### config.mk
export PLATFORM = sky130hd
export DESIGN_NAME = uart_tx_frame
export DESIGN_NICKNAME = d
export VERILOG_FILES = /design/src/rtl/uart_tx_frame.sv
export SDC_FILE = /design/constraint.sdc
export NUM_CORES = 1
export LEC_CHECK = 0
export BUFFER_PORTS_ARGS = -buffer_cell sky130_fd_sc_hd__buf_2
export CAP_MARGIN = 5
export CORE_ASPECT_RATIO = 1.75
export CORE_UTILIZATION = 61
export DETAILED_ROUTE_END_ITERATION = 8
export PLACE_DENSITY = 0.84
export SKIP_LAST_GASP = 1
export SLEW_MARGIN = 40
export SYNTH_ARGS = -nofsm -noshare
export SYNTH_HDL_FRONTEND = slang
export SYNTH_SLANG_ARGS = --single-unit
### constraint.sdc
create_clock -name CLK -period 3 [get_ports CLK]
set_input_delay 0.3 -clock CLK [delete_from_list [all_inputs] [get_ports CLK]]
set_output_delay 0.3 -clock CLK [all_outputs]
set_load 0.02 [all_outputs]
### src/rtl/uart_tx_frame.sv
`default_nettype none
// ============================================================================
// uart_tx_frame : configurable-frame UART transmitter (5..9 data bits, parity,
//                 1/2 stop bits, line break) with a one-entry holding buffer.
// Revision      : 1.0
// ============================================================================
module uart_tx_frame #(
  parameter int MAX_DATA_BITS = 9,
  parameter int CNT_W         = $clog2(MAX_DATA_BITS + 1)
) (
  input  logic                     CLK,
  input  logic                     nRST,
  input  logic                     en,
  input  logic [3:0]               cfg_data_bits,
  input  logic [1:0]               cfg_parity,
  input  logic                     cfg_stop2,
  input  logic                     cfg_break,
  input  logic [MAX_DATA_BITS-1:0] wdata,
  input  logic                     wvalid,
  output logic                     wready,
  output logic                     tx_out,
  output logic                     busy,
  output logic                     done,
  output logic                     cfg_err
);

  localparam logic [3:0]       c_MIN_BITS = 4'd5;
  localparam logic [3:0]       c_MAX_BITS = 4'(MAX_DATA_BITS);
  localparam logic [1:0]       c_PAR_NONE = 2'b00;
  localparam logic [1:0]       c_PAR_EVEN = 2'b01;
  localparam logic [1:0]       c_PAR_ODD  = 2'b10;
  localparam logic [CNT_W-1:0] c_CNT_ONE  = CNT_W'(1);

  typedef enum logic [2:0] {
    S_IDLE   = 3'd0,
    S_START  = 3'd1,
    S_DATA   = 3'd2,
    S_PARITY = 3'd3,
    S_STOP1  = 3'd4,
    S_STOP2  = 3'd5,
    S_BREAK  = 3'd6
  } state_t;

  state_t                   r_state;
  logic [MAX_DATA_BITS-1:0] r_buf;
  logic                     r_buf_full;
  logic [MAX_DATA_BITS-1:0] r_shift;
  logic [CNT_W-1:0]         r_cnt;
  logic                     r_tx;
  logic                     r_done;
  logic                     r_par_bit;
  logic                     r_par_en;
  logic                     r_stop2;
  logic                     r_brk_stop;

  logic [3:0]               w_eff_bits;
  logic [MAX_DATA_BITS-1:0] w_mask;
  logic [MAX_DATA_BITS-1:0] w_load;
  logic                     w_par_bit;
  logic                     w_at_rest;

  assign cfg_err    = (cfg_data_bits < c_MIN_BITS) || (cfg_data_bits > c_MAX_BITS);
  assign w_eff_bits = (cfg_data_bits < c_MIN_BITS) ? c_MIN_BITS :
                      (cfg_data_bits > c_MAX_BITS) ? c_MAX_BITS : cfg_data_bits;

  for (genvar i = 0; i < MAX_DATA_BITS; i++) begin : g_mask
    assign w_mask[i] = (4'(i) < w_eff_bits);
  end

  assign w_load = r_buf & w_mask;

  always_comb begin
    w_par_bit = 1'b1;
    case (cfg_parity)
      c_PAR_EVEN: w_par_bit = ^w_load;
      c_PAR_ODD:  w_par_bit = ~(^w_load);
      default:    w_par_bit = 1'b1;
    endcase
  end

  // Idle and the final stop bit share one decision: break, next frame, or idle.
  assign w_at_rest = (r_state == S_IDLE) || (r_state == S_STOP2) ||
                     ((r_state == S_STOP1) && !r_stop2);

  always_ff @(posedge CLK or negedge nRST) begin
    if (!nRST) begin
      r_state    <= S_IDLE;
      r_buf      <= '0;
      r_buf_full <= 1'b0;
      r_shift    <= '0;
      r_cnt      <= '0;
      r_tx       <= 1'b1;
      r_done     <= 1'b0;
      r_par_bit  <= 1'b0;
      r_par_en   <= 1'b0;
      r_stop2    <= 1'b0;
      r_brk_stop <= 1'b0;
    end else begin
      r_done <= 1'b0;
      if (wvalid && !r_buf_full) begin
        r_buf      <= wdata;
        r_buf_full <= 1'b1;
      end
      if (en) begin
        if (w_at_rest) begin
          if (r_state != S_IDLE) begin
            r_done <= !r_brk_stop;
          end
          if (cfg_break) begin
            r_state <= S_BREAK;
            r_tx    <= 1'b0;
          end else if (r_buf_full) begin
            r_state    <= S_START;
            r_tx       <= 1'b0;
            r_buf_full <= 1'b0;
            r_shift    <= w_load;
            r_cnt      <= w_eff_bits[CNT_W-1:0];
            r_par_bit  <= w_par_bit;
            r_par_en   <= (cfg_parity != c_PAR_NONE);
            r_stop2    <= cfg_stop2;
            r_brk_stop <= 1'b0;
          end else begin
            r_state <= S_IDLE;
            r_tx    <= 1'b1;
          end
        end else begin
          case (r_state)
            S_START: begin
              r_state <= S_DATA;
              r_tx    <= r_shift[0];
            end
            S_DATA: begin
              if (r_cnt == c_CNT_ONE) begin
                if (r_par_en) begin
                  r_state <= S_PARITY;
                  r_tx    <= r_par_bit;
                end else begin
                  r_state <= S_STOP1;
                  r_tx    <= 1'b1;
                end
              end else begin
                r_shift <= r_shift >> 1;
                r_cnt   <= r_cnt - c_CNT_ONE;
                r_tx    <= r_shift[1];
              end
            end
            S_PARITY: begin
              r_state <= S_STOP1;
              r_tx    <= 1'b1;
            end
            S_STOP1: begin
              r_state <= S_STOP2;
              r_tx    <= 1'b1;
            end
            S_BREAK: begin
              // Break exit inserts a single stop bit that never signals done.
              if (!cfg_break) begin
                r_state    <= S_STOP1;
                r_tx       <= 1'b1;
                r_stop2    <= 1'b0;
                r_brk_stop <= 1'b1;
              end else begin
                r_tx <= 1'b0;
              end
            end
            default: begin
              r_state <= S_IDLE;
              r_tx    <= 1'b1;
            end
          endcase
        end
      end
    end
  end

  assign wready = !r_buf_full;
  assign busy   = (r_state != S_IDLE) || r_buf_full;
  assign tx_out = r_tx;
  assign done   = r_done;

endmodule
`default_nettype wire

==> results.sh <==
export IMPL_first_pass_iters=6
export IMPL_setup_violations=0
export IMPL_num_vias=1486
export IMPL_critPathArrivalTime_ps=2410
export IMPL_layout_common_cells="dfrtp_1, buf_2, nand2_1"
export IMPL_htreeDepth=2
export IMPL_synth_area_um2=1850
export IMPL_vdd_ir_drop_max_mv=0.854
export IMPL_synth_cell_type_count=46
export IMPL_syn_num_nets=216
export IMPL_wl_met1_um=1500
export IMPL_grt_pass1_wl_um=6610
export IMPL_drive_gt1_share_pct=23.0
export IMPL_wl_met3_um=164
export IMPL_r2r_cells=5
export IMPL_tns_ps=0
export IMPL_cts_tree="done"
export IMPL_clockBufferDepth=2
export IMPL_avgViaCountPerCell=6.17
export IMPL_avgSynthCellArea_um2=9.73
export IMPL_seq_area_um2=802
export IMPL_cts_hold_buf=0
export IMPL_min_path_type="in2async"
export IMPL_slowest_stage="a211oi_2"
export IMPL_critPathMaxStageDelay_ps=730
export IMPL_route_met2_wl_um=2230
export IMPL_yosysWarnings=0
export IMPL_async_flop_share_pct=100
export IMPL_worst_pin_slew_ps=829
export IMPL_post_route_period_util_pct=73.5
export IMPL_final_common_cell="dfrtp_1"
export IMPL_antenna_left=0
export IMPL_grt_max_degree=33
export IMPL_startpoint="r_state[2]"
export IMPL_cts_resized_gates=0
export IMPL_first_iter_violations=45
export IMPL_gp_congestion=0.853
export IMPL_die_h_um=74.8
export IMPL_num_rows=26
export IMPL_initial_core_util_pct=63.8
export IMPL_max_freq_mhz=454
export IMPL_ys_seq_elements=32
export IMPL_port_buffers=25
export IMPL_die_x_um=43.6
export IMPL_post_place_ws_ps=857
export IMPL_period_minus_slack_ps=2200
export IMPL_status="finished, violations left"
export IMPL_drc=2
export IMPL_crit_end="r_par_bit"
export IMPL_grt_pass1_vias=1460
export IMPL_die_area_um2=3260
export IMPL_syn_inst=190
export IMPL_final_setup_skew_ps=7.67
export IMPL_rsz0062_at_grt="no"
export IMPL_slew_viol_final=0
export IMPL_cts_setup_buffers=0
export IMPL_crit_path_end_kind="register"
export IMPL_hold_viol=0
export IMPL_top_layer="met4"
export IMPL_clock_sinks=32
export IMPL_synth_seq_area_share_pct=43.4
export IMPL_fillers=227
export IMPL_wl_per_cell_um=16.6
export IMPL_startpoint_type="register"
export IMPL_slew_headroom_pct=44.6
export IMPL_crit_required_ps=3210
export IMPL_clk_pin_slew_ps=70
export IMPL_area_growth_pct=12.1
export IMPL_dp_hpwl_um=2960
export IMPL_totalWireLength_um=4010
export IMPL_finalNetCount=238
export IMPL_pin_count=26
export IMPL_violations="DRC"
export IMPL_gr_total_overflow=0
export IMPL_antenna_found_initial=0
export IMPL_p_per_area_nw_per_um2=1110
export IMPL_core_um2=2900
export IMPL_cts_inserted_buffers=5
export IMPL_cap_viol_max_count=0
export IMPL_synth_edf_count=0
export IMPL_path_cells="nor2b_1 -> a211oi_2 -> and3_1 -> nor2_1 -> a31oi_1"
export IMPL_clockRootBuffer="clkbuf_8"
export IMPL_clk_latency_ps=280
export IMPL_r2r_start="r_state[2]"
export IMPL_finalWorstSetupSlack_ps=795
export IMPL_multi_input_area_um2=961
export IMPL_synthFlopType="dfrtp_1"
export IMPL_n_antenna_cell=0
export IMPL_grt_util_all_layers_pct=28.0
export IMPL_reg2reg_slack_ps=800
export IMPL_crit_type="reg2reg"
export IMPL_worstReg2RegEnd="r_par_bit"
export IMPL_p_leak_nw=0.967
export IMPL_crit_fanout=13
-- worst min path at each step --
| stage | start | end | slack, ps | cells after the start |
|---|---|---|---|---|
| 6_report | nRST | r_cnt[3] | 70 | 1 |
| 5_1_grt | nRST | r_state[0] | 120 | 1 |
| 4_1_cts | nRST | r_cnt[3] | 80 | 1 |
| 3_5_place_dp | nRST | r_cnt[3] | 390 | 1 |
| 3_3_place_gp | nRST | r_state[1] | 370 | 1 |
| 2_1_floorplan | nRST | done | 4 | 0 |
-- routing by layer --
metal  track usage (%)  vias up
met4              13.2        0
li1                  -      718
met2              50.9       43
met3              6.24       10
met1              29.8      715
met5                 0        -
-- stage by stage --
stage               area [um2]  hold slack, ps  std cells  utilization (%)  total power [mW]
floorplan                 1850            4.41        190                -              1.64
global placement          1960             372        233             67.8              1.82
detailed placement        1960             385        233             67.8              1.89
CTS                       2070            80.1        241             71.5              2.31
global route              2070             121        241             71.6              2.46
finish                    2070            65.6        241             71.6              2.30
-- power breakdown --
part	switching, mW	internal [mW]
registers	0.216	0.630
logic	0.533	0.521
clock network	0.157	0.246
-- sequential cells by signal (all words and copies together), names as in the netlist --
register    flops
r_buf           9
r_shift         9
r_cnt           4
r_state         3
done            1
r_brk_stop      1
r_buf_full      1
r_par_bit       1
r_par_en        1
r_stop2         1
tx_out          1
-- cell usage after synthesis, types with 2 or more instances --
cell type | number | share of area, %
xnor3_1 | 2 | 2.4
nor2_1 | 15 | 3.0
nand2_1 | 18 | 3.7
clkbuf_1 | 3 | 0.61
dfrtp_1 | 31 | 42
nand2b_1 | 3 | 1.0
buf_2 | 7 | 1.9
o22a_1 | 2 | 0.95
a21oi_1 | 10 | 2.7
nor3_1 | 3 | 0.81
xnor2_1 | 2 | 0.95
a31oi_1 | 4 | 1.4
o22ai_1 | 2 | 0.68
o21ai_0 | 7 | 1.9
a22o_1 | 2 | 0.95
mux2i_1 | 7 | 3.8
o21ai_1 | 11 | 3.0
nor3b_1 | 5 | 2.0
ha_1 | 5 | 3.4
nor2b_1 | 6 | 2.0
mux2_2 | 10 | 6.1
o31ai_1 | 3 | 1.2
inv_1 | 9 | 1.8
-- critical path, delay by kind of cell, from the launching register on --
kind / cells / cell delay [ps]
simple gates: 3 / 670
flops: 1 / 590
compound gates: 2 / 870
-- cells by family after synthesis --
group           count (synthesis)  synth area share, %
buf+inv                        20                 4.74
xor+xnor                        5                 3.86
flops                          32                 43.4
mux                            17                 9.89
fa+ha+maj                       5                 3.39
simple gates                   57                 15.4
compound gates                 54                 19.4
-- final cells by class --
type,instances,area share [%]
Clock buffer,6,3.50
Multi-Input combinational cell,138,46.4
Sequential cell,32,38.7
Clock inverter,2,1.69
Inverter,9,1.63
Tap cell,28,1.69
Timing Repair Buffer,26,6.40
Power figures use the tool's default switching activity.
